==> config.mk <==
export PLATFORM = sky130hd
export DESIGN_NAME = auth_lock
export DESIGN_NICKNAME = d
export VERILOG_FILES = /design/src/rtl/auth_pkg.sv /design/src/rtl/auth_edge_det.sv /design/src/rtl/auth_lock.sv
export SDC_FILE = /design/constraint.sdc
export NUM_CORES = 1
export LEC_CHECK = 0
export BUFFER_PORTS_ARGS = -buffer_cell sky130_fd_sc_hd__buf_2
export CAP_MARGIN = 20
export CORE_UTILIZATION = 40
export CTS_CLUSTER_DIAMETER = 100
export CTS_CLUSTER_SIZE = 16
export DETAILED_ROUTE_END_ITERATION = 8
export RECOVER_POWER = 25
export SYNTH_ARGS = -nofsm -noshare
export SYNTH_HDL_FRONTEND = slang
export SYNTH_SLANG_ARGS = --single-unit
==> constraint.sdc <==
create_clock -name clk -period 5.2 [get_ports clk]
set_input_delay 0 -clock clk [delete_from_list [all_inputs] [get_ports clk]]
set_output_delay 0 -clock clk [all_outputs]
set_load 0.02 [all_outputs]
==> src/rtl/auth_pkg.sv <==
// Shared types and width helpers for the auth_lock combination-lock block.
// Imported by the top-level lock and its submit edge detector.
package auth_pkg;

  typedef enum logic [1:0] {
    IDLE    = 2'd0,
    OPEN    = 2'd1,
    LOCKOUT = 2'd2
  } state_t;

  // Enough bits to hold every value from 0 up to and including max_tries.
  function automatic int tries_w(input int max_tries);
    return $clog2(max_tries + 1);
  endfunction

  // The lockout timer counts down from lock_cycles-1. A single-cycle
  // lockout still needs a one-bit register.
  function automatic int timer_w(input int lock_cycles);
    return (lock_cycles > 1) ? $clog2(lock_cycles) : 1;
  endfunction

endpackage

==> src/rtl/auth_edge_det.sv <==
// Rising-edge detector for the submit button. The button level is assumed to
// be synchronous to clk already, so there is no synchroniser stage.
module auth_edge_det
  import auth_pkg::*;
(
  input  logic clk,
  input  logic rst_n,
  input  logic level,
  output logic press
);

  logic sub_q;

  // NOTE: state registers use non-blocking assignment so every flop samples
  // pre-edge values, independent of the order the always blocks execute in.
  always_ff @(posedge clk or negedge rst_n) begin
    if (!rst_n) sub_q <= 1'b0;
    else        sub_q <= level;
  end

  // sub_q clears on reset, so a button that is already held when reset
  // releases still produces one press.
  assign press = level & ~sub_q;

endmodule

==> src/rtl/auth_lock.sv <==
// Clocked combination lock. It compares a guess against a stored code on each
// submit press, counts consecutive misses and enters a timed lockout after
// MAX_TRIES misses. The code can be reprogrammed only while the lock is open.
module auth_lock
  import auth_pkg::*;
#(
  parameter int                CODE_W       = 4,
  parameter int                MAX_TRIES    = 3,
  parameter int                LOCK_CYCLES  = 16,
  parameter logic [CODE_W-1:0] DEFAULT_CODE = '0
) (
  input  logic                          clk,
  input  logic                          rst_n,
  input  logic                          submit,
  input  logic [CODE_W-1:0]             guess,
  input  logic                          set_en,
  input  logic [CODE_W-1:0]             set_code,
  input  logic                          relock,
  output logic                          matched,
  output logic                          unmatched,
  output logic                          unlocked,
  output logic                          locked_out,
  output logic [tries_w(MAX_TRIES)-1:0] tries_left
);

  localparam int                  TRIES_W    = tries_w(MAX_TRIES);
  localparam int                  TIMER_W    = timer_w(LOCK_CYCLES);
  localparam logic [TRIES_W-1:0]  TRIES_MAX  = TRIES_W'(MAX_TRIES);
  localparam logic [TIMER_W-1:0]  TIMER_LOAD = TIMER_W'(LOCK_CYCLES - 1);

  state_t               state, state_nx;
  logic [CODE_W-1:0]    code, code_nx;
  logic [TRIES_W-1:0]   fail_cnt, fail_nx, fail_inc;
  logic [TIMER_W-1:0]   timer, timer_nx;
  logic                 matched_nx, unmatched_nx;
  logic                 press;

  auth_edge_det u_edge_det (
    .clk   (clk),
    .rst_n (rst_n),
    .level (submit),
    .press (press)
  );

  // NOTE: every variable written here gets a default before the case
  // statement, so no path leaves one unassigned and no latch is inferred.
  always_comb begin
    state_nx     = state;
    code_nx      = code;
    fail_nx      = fail_cnt;
    timer_nx     = timer;
    matched_nx   = 1'b0;
    unmatched_nx = 1'b0;
    fail_inc     = fail_cnt + TRIES_W'(1);

    unique case (state)
      IDLE: begin
        if (press) begin
          if (guess == code) begin
            matched_nx = 1'b1;
            fail_nx    = '0;
            state_nx   = OPEN;
          end else begin
            unmatched_nx = 1'b1;
            if (fail_inc == TRIES_MAX) begin
              fail_nx  = '0;
              timer_nx = TIMER_LOAD;
              state_nx = LOCKOUT;
            end else begin
              fail_nx = fail_inc;
            end
          end
        end
      end

      // Presses are ignored while open; a relock in the same cycle as
      // set_en still takes the new code.
      OPEN: begin
        if (set_en) code_nx  = set_code;
        if (relock) state_nx = IDLE;
      end

      // The timer is loaded with LOCK_CYCLES-1 and the exit happens on the
      // edge where it reads zero, which gives exactly LOCK_CYCLES cycles.
      LOCKOUT: begin
        if (timer == '0) state_nx = IDLE;
        else             timer_nx = timer - TIMER_W'(1);
      end

      default: state_nx = IDLE;
    endcase
  end

  // NOTE: the code register is a single word, not a memory array, so it is
  // reset to DEFAULT_CODE along with the rest of the state.
  always_ff @(posedge clk or negedge rst_n) begin
    if (!rst_n) begin
      state    <= IDLE;
      code     <= DEFAULT_CODE;
      fail_cnt <= '0;
      timer    <= '0;
    end else begin
      state    <= state_nx;
      code     <= code_nx;
      fail_cnt <= fail_nx;
      timer    <= timer_nx;
    end
  end

  // Outputs are registered from next-state values, so they line up with the
  // state register and each result pulse lasts exactly one cycle.
  always_ff @(posedge clk or negedge rst_n) begin
    if (!rst_n) begin
      matched    <= 1'b0;
      unmatched  <= 1'b0;
      unlocked   <= 1'b0;
      locked_out <= 1'b0;
      tries_left <= TRIES_MAX;
    end else begin
      matched    <= matched_nx;
      unmatched  <= unmatched_nx;
      unlocked   <= (state_nx == OPEN);
      locked_out <= (state_nx == LOCKOUT);
      tries_left <= TRIES_MAX - fail_nx;
    end
  end

endmodule
==> impl_metrics.tcl <==
set metrics [dict create \
    status "complete, no violations" \
    p_leak_uw 0.000490 \
    fmax_mhz 548 \
    antenna_found_initial 0 \
    ys_top_cells_by_area "dfrtp_1 52%, dfstp_2 6.5%, mux2_2 5.6%" \
    crit_type "reg2reg" \
    dp_cells 107 \
    grt_pass1_vias 536 \
    met3_length_um 52 \
    netlist_instances 65 \
    clkLatencyLatePin_ns 0.29 \
    synthArstFlopShare 1.00 \
    whs_endpoint "matched" \
    tightestPinTransition_ns 0.992 \
    areaGrowthSynthToFinish_pct 26.1 \
    power.total_uw 502 \
    period_share 0.351 \
    fin_crit_ns 1.82 \
    cp_data_required_time_ns 5.40 \
    syn_nets 79 \
    p_per_area_nw_per_um2 491 \
    gp_congestion 0.761 \
    ios 19 \
    grt_max_degree 20 \
    setup_viol 0 \
    syn_area_um2 811 \
    nets 108 \
    ant_nets 0 \
    dominantRegCellSynth "dfrtp_1" \
    synth.largest_area_cell "dfrtp_1" \
    r2r_cells 4 \
    vias 555 \
    relSlewSlack 0.338 \
    cts.sinks 19 \
    maxUsedRoutingLayer "met4" \
    hp-start "guess[1]" \
    cp_max_fo 6 \
    wl_met1_um 694 \
    synth_top_area_frac 0.525 \
    dieArea_um2 2210 \
    drt_iter0_markers 12 \
    routed_wl_um 1440 \
    tns_ns 0 \
    worstReg2RegEnd "timer[1]" \
    r2r-start "state[1]" \
    max-cap-violations 0 \
    dp_slack_ns 3.40 \
    antenna_cells 0 \
    htreeDepth 1 \
    drcViolationCount 0 \
    post_cts_buffers 0 \
    cts_resized 0 \
    vdd_drop_max_mv 0.301 \
    vias_per_cell 4.70 \
    wl_met2_um 682 \
    final_cell_mix "17 x dfrtp_1, 16 x buf_2, 8 x inv_1" \
    num_rows 15 \
    end_kind "flip-flop" \
    synth-edff-count 0 \
    cts.clk_slew.worst_paths_ns 0.11 \
    rsz0062_at_grt "no" \
    cts_tree "yes" \
    finalWorstSetupSlack_ns 3.38 \
    yosysSeqAreaShare 0.590 \
    clk_path_buf_depth 2 \
    grt_pass1_wl_um 2470 \
    crit_start "state[1]" \
    syn_area_per_cell_um2 12.5 \
    stdcell_count 118 \
    cts.hold.buffers_added 7 \
    gr-total-overflow 0 \
    layout-drive-gt1-share 0.344 \
    postLayoutCoreUtil 0.562 \
    hold_path_depth 4 \
    initial_utilization 0.445 \
    hold_viol 0 \
    dp_hpwl_um 980 \
    synthDistinctLibCells 28 \
    numCtsBuffers 3 \
    mostFrequentLayoutCell "dfrtp_1" \
    hp-class "in2reg" \
    portBuffers 18 \
    clock-root-buffer "clkbuf_4" \
    critPathArrivalTime_ns 2.02 \
    ys_warn_count 0 \
    wl_per_cell_um 12.2 \
    r2r_slack_ns 3.38 \
    cp-start-kind "flip-flop" \
    clock_skew_ns 0.000981 \
    die_w_um 47.0 \
    fp.coreArea_um2 1820 \
    grt_use_total 0.167 \
    chipHeight_um 47.0 \
    final-max-slew-violation-count 0 \
    ys_ff_latch 19 \
    dr.pass1.iters 4 \
]
-- worst max-delay path, cell delays in order (launching register included) --
cell and delay, ns:
dfrtp_1 0.44, or4b_1 0.69, a41oi_4 0.29, a211oi_1 0.11
a21o_2 0.19
-- how the worst max path moves through the flow --
stage / cells past startpoint / slack, ns / end
after CTS: 4 / 3.38 / timer[1]
after global placement: 4 / 3.44 / timer[1]
after floorplan: 5 / 3.53 / timer[1]
after global routing: 4 / 3.30 / timer[1]
after detailed placement: 4 / 3.40 / timer[1]
final: 4 / 3.38 / timer[1]
-- cells by family (layout without fill, tap and decap cells) --
logic type,after synthesis,after routing,synth area share
flops,19,19,0.590
simple gates,13,13,0.0895
compound gates,12,12,0.136
buf+inv,10,38,0.0478
xor+xnor,5,5,0.0540
mux,5,5,0.0679
fa+ha+maj,1,1,0.0154
-- state kept, by name, summed over array words and instances, names as in the netlist --
register / flops
matched: 1
code: 4
tries_left: 2
unmatched: 1
locked_out: 1
unlocked: 1
timer: 4
u_edge_det.sub_q: 1
fail_cnt: 2
state: 2
-- per-layer routing --
metal	up-vias	track usage
met5	-	0
met4	0	0.0686
met3	2	0.0500
met2	17	0.253
met1	257	0.223
li1	279	-
-- power by group --
part           switching (uW)  internal, uW
clock                    44.9          28.6
sequential               33.7           203
combinational             105          85.7
-- cell type report --
class                           count  area, um2
Fill cell                         167        798
Multi-Input combinational cell     36        294
Sequential cell                    19        478
Timing Repair Buffer               25        158
Clock inverter                      1       5.00
Tap cell                           25       31.3
Inverter                            9       33.8
Clock buffer                        3       22.5
-- Yosys cell counts (2+ instances only) --
library cell	count
inv_1	8
dfstp_2	2
a22oi_1	2
a21oi_1	3
dfrtp_1	17
mux2_2	4
o32ai_1	2
nor2_1	4
xnor2_1	4
-- per-stage QoR --
step | hold slack [ns] | cell area (um2)
2_1_floorplan | -0.296 | 811
3_3_place_gp | -0.0359 | 927
3_5_place_dp | -0.0317 | 927
4_1_cts | 0.126 | 1020
5_1_grt | 0.155 | 1020
6_report | 0.127 | 1020
Power figures use the tool's default switching activity.
